$ cat config.mk
export PLATFORM = sky130hd
export DESIGN_NAME = tlc_sync_master
export DESIGN_NICKNAME = d
export VERILOG_FILES = /design/src/rtl/tlc_sync_master.sv
export SDC_FILE = /design/constraint.sdc
export NUM_CORES = 1
export LEC_CHECK = 0
export CELL_PAD_IN_SITES_DETAIL_PLACEMENT = 2
export CELL_PAD_IN_SITES_GLOBAL_PLACEMENT = 2
export CORE_ASPECT_RATIO = 0.5
export CORE_MARGIN = 2
export CORE_UTILIZATION = 36
export CTS_BUF_LIST = sky130_fd_sc_hd__clkbuf_8
export DETAILED_ROUTE_END_ITERATION = 16
export GPL_TIMING_DRIVEN = 1
export PLACE_DENSITY_LB_ADDON = 0.2
export SLEW_MARGIN = 5
export SYNTH_ARGS = -nofsm -noshare
export SYNTH_HDL_FRONTEND = slang
export SYNTH_SLANG_ARGS = --single-unit
$ cat constraint.sdc
create_clock -name clock -period 4.85 [get_ports clock]
set_input_delay 0.485 -clock clock [delete_from_list [all_inputs] [get_ports clock]]
set_output_delay 0.485 -clock clock [all_outputs]
set_load 0.01 [all_outputs]
$ cat src/rtl/tlc_sync_master.sv
// Head-of-chain sync initiator for the traffic-light controller serial link.
// Sends one green-duration word, then times its return through the chain.
module tlc_sync_master #(
    parameter int unsigned TIMEOUT = 63
) (
    input  logic       clock,
    input  logic       reset,
    input  logic       start,
    input  logic [5:0] Ml,
    output logic [6:0] serialOut,
    input  logic [6:0] serialIn,
    output logic       busy,
    output logic       done,
    output logic       error,
    output logic       timeout,
    output logic [5:0] latency
);

    localparam logic [5:0] TIMEOUT_C = 6'(TIMEOUT);

    typedef enum logic [1:0] {
        S_IDLE = 2'd0,
        S_SEND = 2'd1,
        S_WAIT = 2'd2
    } state_t;

    state_t     state_q, state_d;
    logic [5:0] ml_q, ml_d;
    logic [5:0] cnt_q, cnt_d;
    logic [6:0] serial_out_q, serial_out_d;
    logic       busy_q, busy_d;
    logic       done_q, done_d;
    logic       error_q, error_d;
    logic       timeout_q, timeout_d;
    logic [5:0] latency_q, latency_d;

    always_comb begin
        state_d      = state_q;
        ml_d         = ml_q;
        cnt_d        = cnt_q;
        serial_out_d = 7'd0;
        busy_d       = 1'b0;
        done_d       = 1'b0;
        error_d      = 1'b0;
        timeout_d    = 1'b0;
        latency_d    = latency_q;

        case (state_q)
            S_IDLE: begin
                if (start) begin
                    ml_d         = Ml;
                    serial_out_d = {1'b1, Ml};
                    busy_d       = 1'b1;
                    state_d      = S_SEND;
                end
            end
            S_SEND: begin
                // Counter restarts at 0 and is bumped on entry to WAIT, so WAIT cycle 1 sees 1.
                cnt_d   = 6'd1;
                busy_d  = 1'b1;
                state_d = S_WAIT;
            end
            S_WAIT: begin
                if (serialIn[6]) begin
                    if (serialIn[5:0] == ml_q) begin
                        done_d    = 1'b1;
                        latency_d = cnt_q;
                    end else begin
                        error_d = 1'b1;
                    end
                    state_d = S_IDLE;
                end else if (cnt_q == TIMEOUT_C) begin
                    timeout_d = 1'b1;
                    state_d   = S_IDLE;
                end else begin
                    cnt_d  = cnt_q + 6'd1;
                    busy_d = 1'b1;
                end
            end
            default: begin
                state_d = S_IDLE;
            end
        endcase
    end

    always_ff @(posedge clock or negedge reset) begin
        if (!reset) begin
            state_q      <= S_IDLE;
            ml_q         <= 6'd0;
            cnt_q        <= 6'd0;
            serial_out_q <= 7'd0;
            busy_q       <= 1'b0;
            done_q       <= 1'b0;
            error_q      <= 1'b0;
            timeout_q    <= 1'b0;
            latency_q    <= 6'd0;
        end else begin
            state_q      <= state_d;
            ml_q         <= ml_d;
            cnt_q        <= cnt_d;
            serial_out_q <= serial_out_d;
            busy_q       <= busy_d;
            done_q       <= done_d;
            error_q      <= error_d;
            timeout_q    <= timeout_d;
            latency_q    <= latency_d;
        end
    end

    assign serialOut = serial_out_q;
    assign busy      = busy_q;
    assign done      = done_q;
    assign error     = error_q;
    assign timeout   = timeout_q;
    assign latency   = latency_q;

endmodule

# After elaboration in Yosys (flattened, before gate mapping)
# Cells that the tools add are included.
# W data, S select, Z words.
# word_totals
reg_bits,31
inputBits,16
output_inout_bits,17
# classes
n_addsub,1
n_eq_ne,8
mux,22
n_reduce_logical,6
# ops
operator,n
$mux W7,2
$mux W1,12
$mux W6,2
$pmux W6 S2,1
$add A6 B1 Y6 const B,1
$eq A6 B6 Y1,1
$eq A6 B6 Y1 const B,1
$mux W2,3
$ne A2 B2 Y1 const B,3
$pmux W2 S3,1
$reduce_and A3 Y1,2
$reduce_and A2 Y1,2
$ne A3 B3 Y1 const B,1
$pmux W1 S3,1
$eq A2 B1 Y1 const B,1
$eq A2 B2 Y1 const B,1
$logic_not A2 Y1,1
$reduce_bool A2 Y1,1

# Depth between registers and ports, before layout
# logic_depth
word_depth,4
depth_mapped,6
ltp_nobuf,5

# Worst setup path before layout
# Ideal clock, no wire load.
# synth_timing
path_type,in2reg
start,input port serialIn[4]
end,register latency_q[0] (netlist: latency[0])
setup_ns,0.125
arrival_ns,1.438
path_slack_ns,3.287
stages,4
path_cell_list,xor2_1 nor4_4 nand4_4 mux2_2
# synth_via
elab_chain_len,2
# synth_lines
element,line,source
"start, declared",11,"input logic [6:0] serialIn,"
$eq A6 B6 Y1,65,if (serialIn[5:0] == ml_q) begin
$reduce_and A3 Y1 (no line),-,
"end signal, assigned",106,latency_q <= latency_d;
"end, declared",35,"logic [5:0] latency_q, latency_d;"
# Every way passes these cells.
# A chain may end at the register's enable or synchronous reset.

# Final worst setup path
# layout_timing
start,input port serialIn[4]
end,register latency_q[4] (netlist: latency[4])
# Same word-level chain as after synthesis.

==> impl_metrics.py <==
metrics = {
    "run_status": {
        "outcome": "finished clean",
    },
    "sta": {
        "finalCritPeriodShare_pct": 37.52,
        "finalSetupViolations": 0,
        "slew_headroom_pct": 70.06,
        "period_needed_ps": 1819,
        "drv_slew": 0,
        "holdWs_ps": 503.2,
        "max_freq_mhz": 549.6,
        "timing.setup.tns_ps": 0,
        "finalHoldViolations": 0,
        "skew_ps": 2.616,
        "worst_slack_ps": 3031,
        "rsz0062_at_grt": "no",
        "tightest_slew_ps": 449.1,
    },
    "synthesis": {
        "synth-edff-count": 0,
        "yosysTopAreaCellShare_pct": 57.67,
        "ys_ff_latch": 31,
        "synthFlopType": "dfrtp_1",
        "synthTopCellsByArea": "dfrtp_1 58%, mux2_2 10%, xor2_1 3.9%",
        "synth_cells": 105,
        "synth_top_area_cell": "dfrtp_1",
        "netlist_area_sq_mm": 0.001345,
        "synth_cell_types": 30,
        "syn_avg_cell_area_sq_um": 12.81,
        "ys_seq_area_share_pct": 57.67,
        "syn_nets": 122,
        "ys.warnings.count": 0,
        "synthMostInstantiatedCell": "dfrtp_1",
        "async_reset_ff_share_pct": 100.0,
        "synth_common_cells": "31 x dfrtp_1, 12 x mux2_2, 6 x and2_1, 6 x and3_1, 6 x xor2_1",
    },
    "clock_tree": {
        "htreeDepth": 2,
        "cts.repair.resized": 0,
        "post_cts_buffers": 0,
        "cts_root_buf": "clkbuf_8",
        "tritoncts": "built",
        "cts_hold_repair.buffers": 0,
        "path_clk_slew_ps": 60,
        "clock-sinks": 31,
        "clk_latency_ps": 280,
        "cts_made_buffers": 5,
        "cts_buffer_depth": 2,
    },
    "global_route": {
        "grt.total_usage_pct": 16.48,
        "grt_pass1_wl_um": 5126,
        "antenna_found_initial": 0,
        "grt_pass1_vias": 995,
        "grt_max_degree": 32,
        "grt_overflow": 0,
    },
    "finish": {
        "fill_cells": 346,
        "syn_to_final_growth_pct": 32.19,
        "instances_no_fill": 191,
        "drive_above_1_share_pct": 15.71,
        "finalInstanceArea_sq_mm": 0.001778,
        "diodes": 0,
        "final_nets": 158,
    },
    "die": {
        "core-area_sq_mm": 0.003510,
        "io_pins": 33,
        "die_x_um": 90.45,
        "die_y_um": 47.22,
        "core.rowCount": 15,
        "fp.dieArea_sq_mm": 0.004271,
        "initial_core_util_pct": 38.32,
    },
    "placement": {
        "placedCellCount": 185,
        "dpl-instance-area_sq_mm": 0.001705,
        "port_buffers": 32,
        "dp_hpwl_um": 2110,
        "place_congestion": 0.7670,
        "place_ws_ps": 2741,
    },
    "setup_path": {
        "timing.rr.start": "state_q[0]$_DFFE_PN0P_",
        "endpoint_kind": "flip-flop",
        "path_class": "primary input to flip-flop",
        "reg2regPathDepth": 3,
        "worstSetupStartpoint": "serialIn[4]",
        "critPathRequiredTime_ps": 5010,
        "worstPathMaxFanout": 7,
        "arrival_ps": 1980,
        "worst_setup_path_start_kind": "primary input",
    },
    "pwr": {
        "leakagePower_nw": 0.8012,
        "power_density_mw_per_mm2": 466.0,
        "ir_worst_vdd_v": 0.0002581,
    },
    "flow_run": {
        "max_cap_violations": 0,
    },
    "detailed_routing": {
        "wire_per_inst_um": 15.97,
        "viasPerCell": 4.869,
        "drtPass1Iterations": 3,
        "ant_nets": 0,
        "vias": 930,
        "drcViolationCount": 0,
        "initialDrtViolationCount": 54,
        "routed_wl_um": 3050,
    },
    "worst_hold_path": {
        "hold_start": "latency[1]$_DFFE_PN0P_",
        "hold_class": "flip-flop to flip-flop",
        "worstHoldPathCells": 1,
    },
}
==> logic make-up (layout without fill, tap and decap cells) <==
family / Yosys count / in the layout / share of synthesized area, %
adder cells (fa/ha/maj): 1 / 1 / 0.9301
AO/OA/AOI/OAI: 14 / 14 / 7.442
XOR/XNOR: 6 / 6 / 3.907
flip-flops: 31 / 31 / 57.67
buffers and inverters: 9 / 44 / 3.720
multiplexers: 13 / 13 / 10.79
AND/OR/NAND/NOR: 31 / 31 / 15.54
==> through the flow <==
step	total power, mW	util (%)
2_1_floorplan	0.5589	-
3_3_place_gp	0.6419	48.59
3_5_place_dp	0.6535	48.59
4_1_cts	0.8449	50.66
5_1_grt	0.8896	50.66
6_report	0.8286	50.66
==> where the power goes <==
group          switching (mW)  internal (mW)
logic                   0.120          0.139
registers              0.0624          0.325
clock network          0.0881         0.0933
==> placed cells by master (no fill, tap or decap), drive strengths merged <==
| master | count |
|---|---|
| inv | 6 |
| nor2b | 2 |
| o22ai | 2 |
| clkbuf | 5 |
| and2 | 7 |
| buf | 1 |
| a311oi | 1 |
| a32o | 2 |
| a221oi | 2 |
| ha | 1 |
| and3 | 6 |
| mux2 | 12 |
| mux2i | 1 |
| nor2 | 5 |
| nand2 | 3 |
| clkdlybuf4s50 | 32 |
| nor3 | 1 |
| nand3 | 3 |
| nor4 | 1 |
| nand4 | 2 |
| a2bb2oi | 1 |
| xor2 | 6 |
| a31oi | 2 |
| dfrtp | 31 |
| a21oi | 4 |
| and3b | 1 |
==> worst max-delay path, cell delays in order <==
cell and delay [ps]:
clkdlybuf4s50_1 410, xor2_1 170, nor4_4 380, nand4_4 210, mux2_2 320
==> layer usage <==
metal	track usage, %	up-vias	part of all wire, %
li1	-	437	-
met1	20.34	464	46
met2	26.92	25	47
met3	6.902	4	6.1
met4	6.462	0	0.82
met5	0	-	0
==> registers in the layout, summed over array words and instances (netlist names) <==
register and count:
cnt_q 6, error 1, state_q 2, ml_q 6
busy 1, timeout 1, latency 6, serialOut 7
done 1
==> final cells by class <==
class                      instances  area, sq um  area share [%]
clock inverter                     1        3.754          0.2111
inverter                           5        18.77           1.056
multi-input combinational         65        519.2           29.20
timing repair buffer              33        327.8           18.44
sequential                        31        775.7           43.63
clock buffer                       5        68.82           3.871
tap                               51        63.81           3.589
==> path summary, 6_finish.rpt <==
check / end / slack, ps
worst max-delay path: latency[4]$_DFFE_PN0P_ / 3030
worst min-delay path: latency[1]$_DFFE_PN0P_ / 500
worst min register to register: latency[1]$_DFFE_PN0P_ / 500
max in group asynchronous: serialOut[1]$_DFF_PN0_ / 3940
min in group asynchronous: latency[2]$_DFFE_PN0P_ / 610
worst max register to register: ml_q[2]$_DFFE_PN0P_ / 3180
No activity file was read; power rests on OpenSTA's default activity.
